### src/rtl/cache_tag_array_nway.sv
// N-way tag array: valid/dirty/tag per way with per-set round-robin replacement.
// Lookup response one cycle after acceptance; ready=0 while invalidate sweep runs.
module cache_tag_array_nway #(
  parameter int ADDR_W   = 32,
  parameter int OFFSET_W = 2,
  parameter int IDX_W    = 5,
  parameter int WAYS     = 2,
  localparam int TAG_W   = ADDR_W - IDX_W - OFFSET_W,
  localparam int WAY_W   = (WAYS > 1) ? $clog2(WAYS) : 1,
  localparam int SETS    = 2**IDX_W
) (
  input  logic              iCLK,
  input  logic              iRST,
  input  logic              lookup_valid,
  input  logic [ADDR_W-1:0] lookup_addr,
  input  logic              wr_en,
  input  logic [ADDR_W-1:0] wr_addr,
  input  logic [WAY_W-1:0]  wr_way,
  input  logic              wr_valid,
  input  logic              wr_dirty,
  input  logic              flush,
  output logic              ready,
  output logic              resp_valid,
  output logic              hit,
  output logic [WAY_W-1:0]  hit_way,
  output logic [WAY_W-1:0]  victim_way,
  output logic              victim_valid,
  output logic              victim_dirty,
  output logic [TAG_W-1:0]  victim_tag
);

  typedef struct packed {
    logic             valid;
    logic             dirty;
    logic [TAG_W-1:0] tag;
  } entry_t;

  typedef enum logic {SWEEP, IDLE} state_t;

  state_t            state_q, state_d;
  logic [IDX_W-1:0]  sweep_cnt_q, sweep_cnt_d;
  entry_t            mem_q [SETS][WAYS];
  logic [WAY_W-1:0]  rr_q  [SETS];

  logic [IDX_W-1:0]  lk_idx, wr_idx;
  logic [TAG_W-1:0]  lk_tag, wr_tag;
  logic              lk_acc, wr_acc;
  logic              hit_c;
  logic [WAY_W-1:0]  hit_way_c, vic_way_c;
  entry_t            vic_c;
  logic              unused_offset;

  assign lk_idx = lookup_addr[OFFSET_W+IDX_W-1:OFFSET_W];
  assign lk_tag = lookup_addr[ADDR_W-1:OFFSET_W+IDX_W];
  assign wr_idx = wr_addr[OFFSET_W+IDX_W-1:OFFSET_W];
  assign wr_tag = wr_addr[ADDR_W-1:OFFSET_W+IDX_W];
  assign unused_offset = ^{lookup_addr[OFFSET_W-1:0], wr_addr[OFFSET_W-1:0]};

  assign ready  = (state_q == IDLE);
  // A flush in IDLE swallows any lookup/write presented alongside it.
  assign lk_acc = !iRST && ready && lookup_valid && !flush;
  assign wr_acc = !iRST && ready && wr_en && !flush;

  always_ff @(posedge iCLK) begin
    if (iRST) begin
      state_q     <= SWEEP;
      sweep_cnt_q <= '0;
    end else begin
      state_q     <= state_d;
      sweep_cnt_q <= sweep_cnt_d;
    end
  end

  always_comb begin
    state_d     = state_q;
    sweep_cnt_d = sweep_cnt_q;
    case (state_q)
      SWEEP: begin
        sweep_cnt_d = sweep_cnt_q + IDX_W'(1);
        if (sweep_cnt_q == {IDX_W{1'b1}}) state_d = IDLE;
      end
      IDLE: begin
        if (flush) begin
          state_d     = SWEEP;
          sweep_cnt_d = '0;
        end
      end
      default: state_d = SWEEP;
    endcase
  end

  // Descending scans leave the lowest-numbered qualifying way selected.
  always_comb begin
    hit_c     = 1'b0;
    hit_way_c = '0;
    vic_way_c = rr_q[lk_idx];
    vic_c     = '0;
    for (int w = WAYS - 1; w >= 0; w--) begin
      if (mem_q[lk_idx][w].valid && mem_q[lk_idx][w].tag == lk_tag) begin
        hit_c     = 1'b1;
        hit_way_c = WAY_W'(w);
      end
      if (!mem_q[lk_idx][w].valid) vic_way_c = WAY_W'(w);
    end
    for (int w = 0; w < WAYS; w++) begin
      if (WAY_W'(w) == vic_way_c) vic_c = mem_q[lk_idx][w];
    end
  end

  always_ff @(posedge iCLK) begin
    if (iRST) begin
      resp_valid   <= 1'b0;
      hit          <= 1'b0;
      hit_way      <= '0;
      victim_way   <= '0;
      victim_valid <= 1'b0;
      victim_dirty <= 1'b0;
      victim_tag   <= '0;
    end else begin
      resp_valid <= lk_acc;
      if (lk_acc) begin
        hit          <= hit_c;
        hit_way      <= hit_way_c;
        victim_way   <= vic_way_c;
        victim_valid <= vic_c.valid;
        victim_dirty <= vic_c.dirty;
        victim_tag   <= vic_c.tag;
      end
    end
  end

  // Tag bits are left stale by the sweep; clearing valid is sufficient.
  always_ff @(posedge iCLK) begin
    if (!iRST && state_q == SWEEP) begin
      for (int w = 0; w < WAYS; w++) begin
        mem_q[sweep_cnt_q][w].valid <= 1'b0;
        mem_q[sweep_cnt_q][w].dirty <= 1'b0;
      end
      rr_q[sweep_cnt_q] <= '0;
    end else if (wr_acc) begin
      for (int w = 0; w < WAYS; w++) begin
        if (WAY_W'(w) == wr_way) mem_q[wr_idx][w] <= '{valid: wr_valid, dirty: wr_dirty, tag: wr_tag};
      end
      if (WAYS > 1 && wr_valid && wr_way == rr_q[wr_idx])
        rr_q[wr_idx] <= (rr_q[wr_idx] == WAY_W'(WAYS - 1)) ? '0 : rr_q[wr_idx] + WAY_W'(1);
    end
  end

endmodule

### config.mk
export PLATFORM = sky130hd
export DESIGN_NAME = cache_tag_array_nway
export DESIGN_NICKNAME = d
export VERILOG_FILES = /design/src/rtl/cache_tag_array_nway.sv
export SDC_FILE = /design/constraint.sdc
export NUM_CORES = 2
export LEC_CHECK = 0
export ABC_CLOCK_PERIOD_IN_PS = 4670
export BUFFER_PORTS_ARGS = -buffer_cell sky130_fd_sc_hd__buf_2
export CAP_MARGIN = 10
export CORE_MARGIN = 2
export CORE_UTILIZATION = 40
export DETAILED_ROUTE_END_ITERATION = 8
export HOLD_SLACK_MARGIN = 0.06
export SLEW_MARGIN = 20
export SYNTH_ARGS = -nofsm -noshare
export SYNTH_HDL_FRONTEND = slang
export SYNTH_SLANG_ARGS = --single-unit
### constraint.sdc
create_clock -name iCLK -period 4.67 [get_ports iCLK]
set_input_delay 0.467 -clock iCLK [delete_from_list [all_inputs] [get_ports iCLK]]
set_output_delay 0.467 -clock iCLK [all_outputs]
set_load 0.01 [all_outputs]
==> flow_metrics.env <==
export IMPL_clkTransAtPathRegs_ns=0.06
export IMPL_ys_seq_area_share_pct=75.2
export IMPL_yosysUniqueCellTypes=76
export IMPL_yosysWarnings=0
export IMPL_power_density_mw_per_mm2=400
export IMPL_grt_remaining_overflow=0
export IMPL_p_switching_mw=6.96
export IMPL_grt_max_degree=65
export IMPL_syn_area_sq_mm=0.0713
export IMPL_cp_max_fo=40
export IMPL_p_comb_share_pct=3.8
export IMPL_layout_min_cycle_time_ns=3.58
export IMPL_ant_nets=0
export IMPL_outcome="complete, no violations"
export IMPL_drive_gt1_share_pct=26.7
export IMPL_grt_pass1_wl_um=282000
export IMPL_finalSetupTns_ns=0
export IMPL_die_h_um=426
export IMPL_cts_setup_buffers=0
export IMPL_synth_edf_count=1760
export IMPL_ioPinCount=104
export IMPL_syn_inst=3581
export IMPL_dr_first_iter_drc_count=4085
export IMPL_fin_area_sq_mm=0.0823
export IMPL_hold_viol=0
export IMPL_internal_power_mw=26.0
export IMPL_detailed_place_hpwl_um=119000
export IMPL_critPathKind="in2reg"
export IMPL_fin_nets=3985
export IMPL_worst_pin_slew_ns=1.15
export IMPL_row_count=154
export IMPL_wl_met3_um=12800
export IMPL_detail_route_first_pass_iterations=5
export IMPL_cts_root_buf="clkbuf_16"
export IMPL_wl_per_cell_um=31.4
export IMPL_cap_violations=0
export IMPL_gp_congestion=0.929
export IMPL_met1_length_um=78800
export IMPL_crit_end="hit_way"
export IMPL_crit_reg2reg_capture="mem_q[9][29]"
export IMPL_startpoint="lookup_addr[5]"
export IMPL_p_leak_nw=22.6
export IMPL_slew_limit_headroom_pct=22.9
export IMPL_h_tree_depth=4
export IMPL_synth_fp_nets=3655
export IMPL_cts_sinks=1797
export IMPL_cts_buffer_depth=3
export IMPL_final_max_slew_viol_count=0
export IMPL_start_util_pct=40.4
export IMPL_die_area_sq_mm=0.182
export IMPL_rsz0062_at_grt="false"
export IMPL_coreArea_sq_mm=0.177
export IMPL_r2r_setup_slack_ns=1.09
export IMPL_syn_to_final_growth_pct=15.4
export IMPL_io_buffer_count=99
export IMPL_p_clk_share_pct=43.3
export IMPL_utilization_pct=46.6
export IMPL_finalCritPeriodShare_pct=76.6
export IMPL_start_kind="input pin"
export IMPL_synth_area_per_cell_sq_um=19.9
export IMPL_ir_worst_vdd_uv=414
export IMPL_arrival_ns=4.34
export IMPL_rr_startpoint="ready"
export IMPL_via_per_inst=5.81
export IMPL_post_cts_resized=0
export IMPL_preCtsSetupSlack_ns=0.406
export IMPL_routed_top_layer="met4"
export IMPL_vias=37200
export IMPL_timing_fmax_mhz=279
export IMPL_cts_buffers=178
export IMPL_grt_use_total_pct=22.1
export IMPL_crit_required_ns=5.43
export IMPL_yosys_most_used_dff="edfxtp_1"
export IMPL_skew_ns=0.0388
export IMPL_cts_tree="yes"
export IMPL_setup_viol=0
export IMPL_placed_cell_area_sq_mm=0.0765
export IMPL_antenna_found_initial=8
export IMPL_async_flop_share_pct=0
export IMPL_hp_class="in2reg"
export IMPL_rr_worst_depth=7
export IMPL_endpoint_kind="flop"
export IMPL_drc=0
export IMPL_wl_met2_um=100000
export IMPL_fin_ws_ns=1.09
export IMPL_pwr_share_seq_pct=52.9
export IMPL_clk_latency_ns=0.82
export IMPL_grt_pass1_vias=37300
export IMPL_die_x_um=426
export IMPL_p_sw_share_pct=21.1
export IMPL_drt_wl_total_um=201000
export IMPL_synth_seq_cells=1797
## power by group through the flow
stage	Sequential [mW]	Clock (mW)	Combinational, mW
2_1_floorplan	17.8	0	0.740
3_3_place_gp	17.8	0	1.25
3_5_place_dp	17.8	0	1.25
4_1_cts	17.4	14.4	1.25
5_1_grt	17.4	15.0	1.30
6_report	17.4	14.3	1.26
## critical path, stage by stage
cell and delay [ns]:
buf_4 0.58, or3b_2 0.29, buf_4 0.15, o22ai_1 0.09, nor4_1 0.93, buf_4 0.27
xnor2_1 0.40, o21ai_0 0.20, a2111oi_0 0.45, buf_4 0.18, nand4_1 0.09, o21ai_1 0.15
## kinds of logic (layout without fill, tap and decap cells)
family                   count (synthesis)  in the layout  share of synthesized area (%)
AND/OR/NAND/NOR                        573            573                           3.84
other                                    0              4                              0
flip-flops                            1797           1797                           75.2
multiplexers                           648            648                           15.7
XOR/XNOR                                47             47                          0.577
buffers and inverters                  204            680                           1.62
AO/OA/AOI/OAI                          310            310                           3.10
adder cells (fa/ha/maj)                  2              2                         0.0351
## placed cells by master, fill, tap and decap left out, types with 11 or more instances in the layout
cell type     n
clkinv_2     19
buf_12       38
bufinv_16    16
nor2_1      178
nor2b_1      23
and2_4       15
a221oi_1     47
a22oi_1      65
buf_4       205
clkbuf_16   183
nand3b_1     11
mux4_2      372
dfxtp_1      37
and2_2       12
buf_2        94
nor3_1       20
xnor2_1      27
nand3_1      29
xor2_1       20
nor2_4       64
clkinv_1     45
o22ai_1      44
nand2_1     112
mux2i_1     258
nand2b_1     19
edfxtp_1   1760
mux2_2       17
a21oi_1      40
o21ai_0      32
clkbuf_1     48
a211oi_1     11
## routing by layer
layer	vias to the layer above	global-route usage, %
li1	15400	-
met1	20000	29.0
met2	1486	37.2
met3	340	2.94
met4	0	9.36
met5	-	0
## worst min path at each step
stage,from,end,depth (start not counted)
after floorplan,victim_tag[0],victim_tag[0],2
after global placement,victim_tag[22],victim_tag[22],2
after detailed placement,victim_tag[22],victim_tag[22],2
after CTS,lookup_addr[12],hit_way,5
after global routing,lookup_addr[11],hit_way,5
final,lookup_addr[24],hit_way,6
## state kept, by name, summed over array words and instances (netlist names)
signal        count
victim_dirty      1
rr_q             32
victim_valid      1
hit               1
ready             1
victim_way        1
resp_valid        1
sweep_cnt_q       5
hit_way           1
victim_tag       25
mem_q          1728
## through the flow
stage	hold WS [ns]	std cells	power, mW
2_1_floorplan	0.476	3581	18.5
3_3_place_gp	0.440	6070	19.0
3_5_place_dp	0.448	6070	19.0
4_1_cts	0.160	6397	33.1
5_1_grt	0.217	6398	33.8
6_report	0.236	6401	33.0
## synthesized netlist by cell type, types with 32 or more instances
master / count / share of area, %
o22ai_1: 44 / 0.39
a21oi_1: 40 / 0.28
dfxtp_1: 37 / 1.0
mux2i_1: 258 / 3.6
buf_2: 69 / 0.48
a221oi_1: 47 / 0.58
o21ai_0: 32 / 0.22
nor2_1: 243 / 1.3
mux4_2: 372 / 12
and2_1: 35 / 0.31
nand2_1: 112 / 0.59
edfxtp_1: 1760 / 74
clkbuf_1: 58 / 0.31
a22oi_1: 65 / 0.68
## layout make-up
| type | count | area (sq um) |
|---|---|---|
| fillers | 14700 | 94400 |
| flip-flops and latches | 1797 | 53600 |
| multi-input cells | 1580 | 17100 |
| clock buffers | 231 | 4760 |
| well taps | 2340 | 2930 |
| repair buffers | 342 | 2840 |
| clock inverters | 95 | 1010 |
| inverters | 12 | 45.0 |
| diodes | 4 | 10.0 |
## repair_timing
action | CTS | global route
hold buffers | 1 | 0
endpoints found under the hold margin | 4 | 0
endpoints found under the setup margin | 0 | 0
Note: power is estimated with default switching activity, not from simulation.
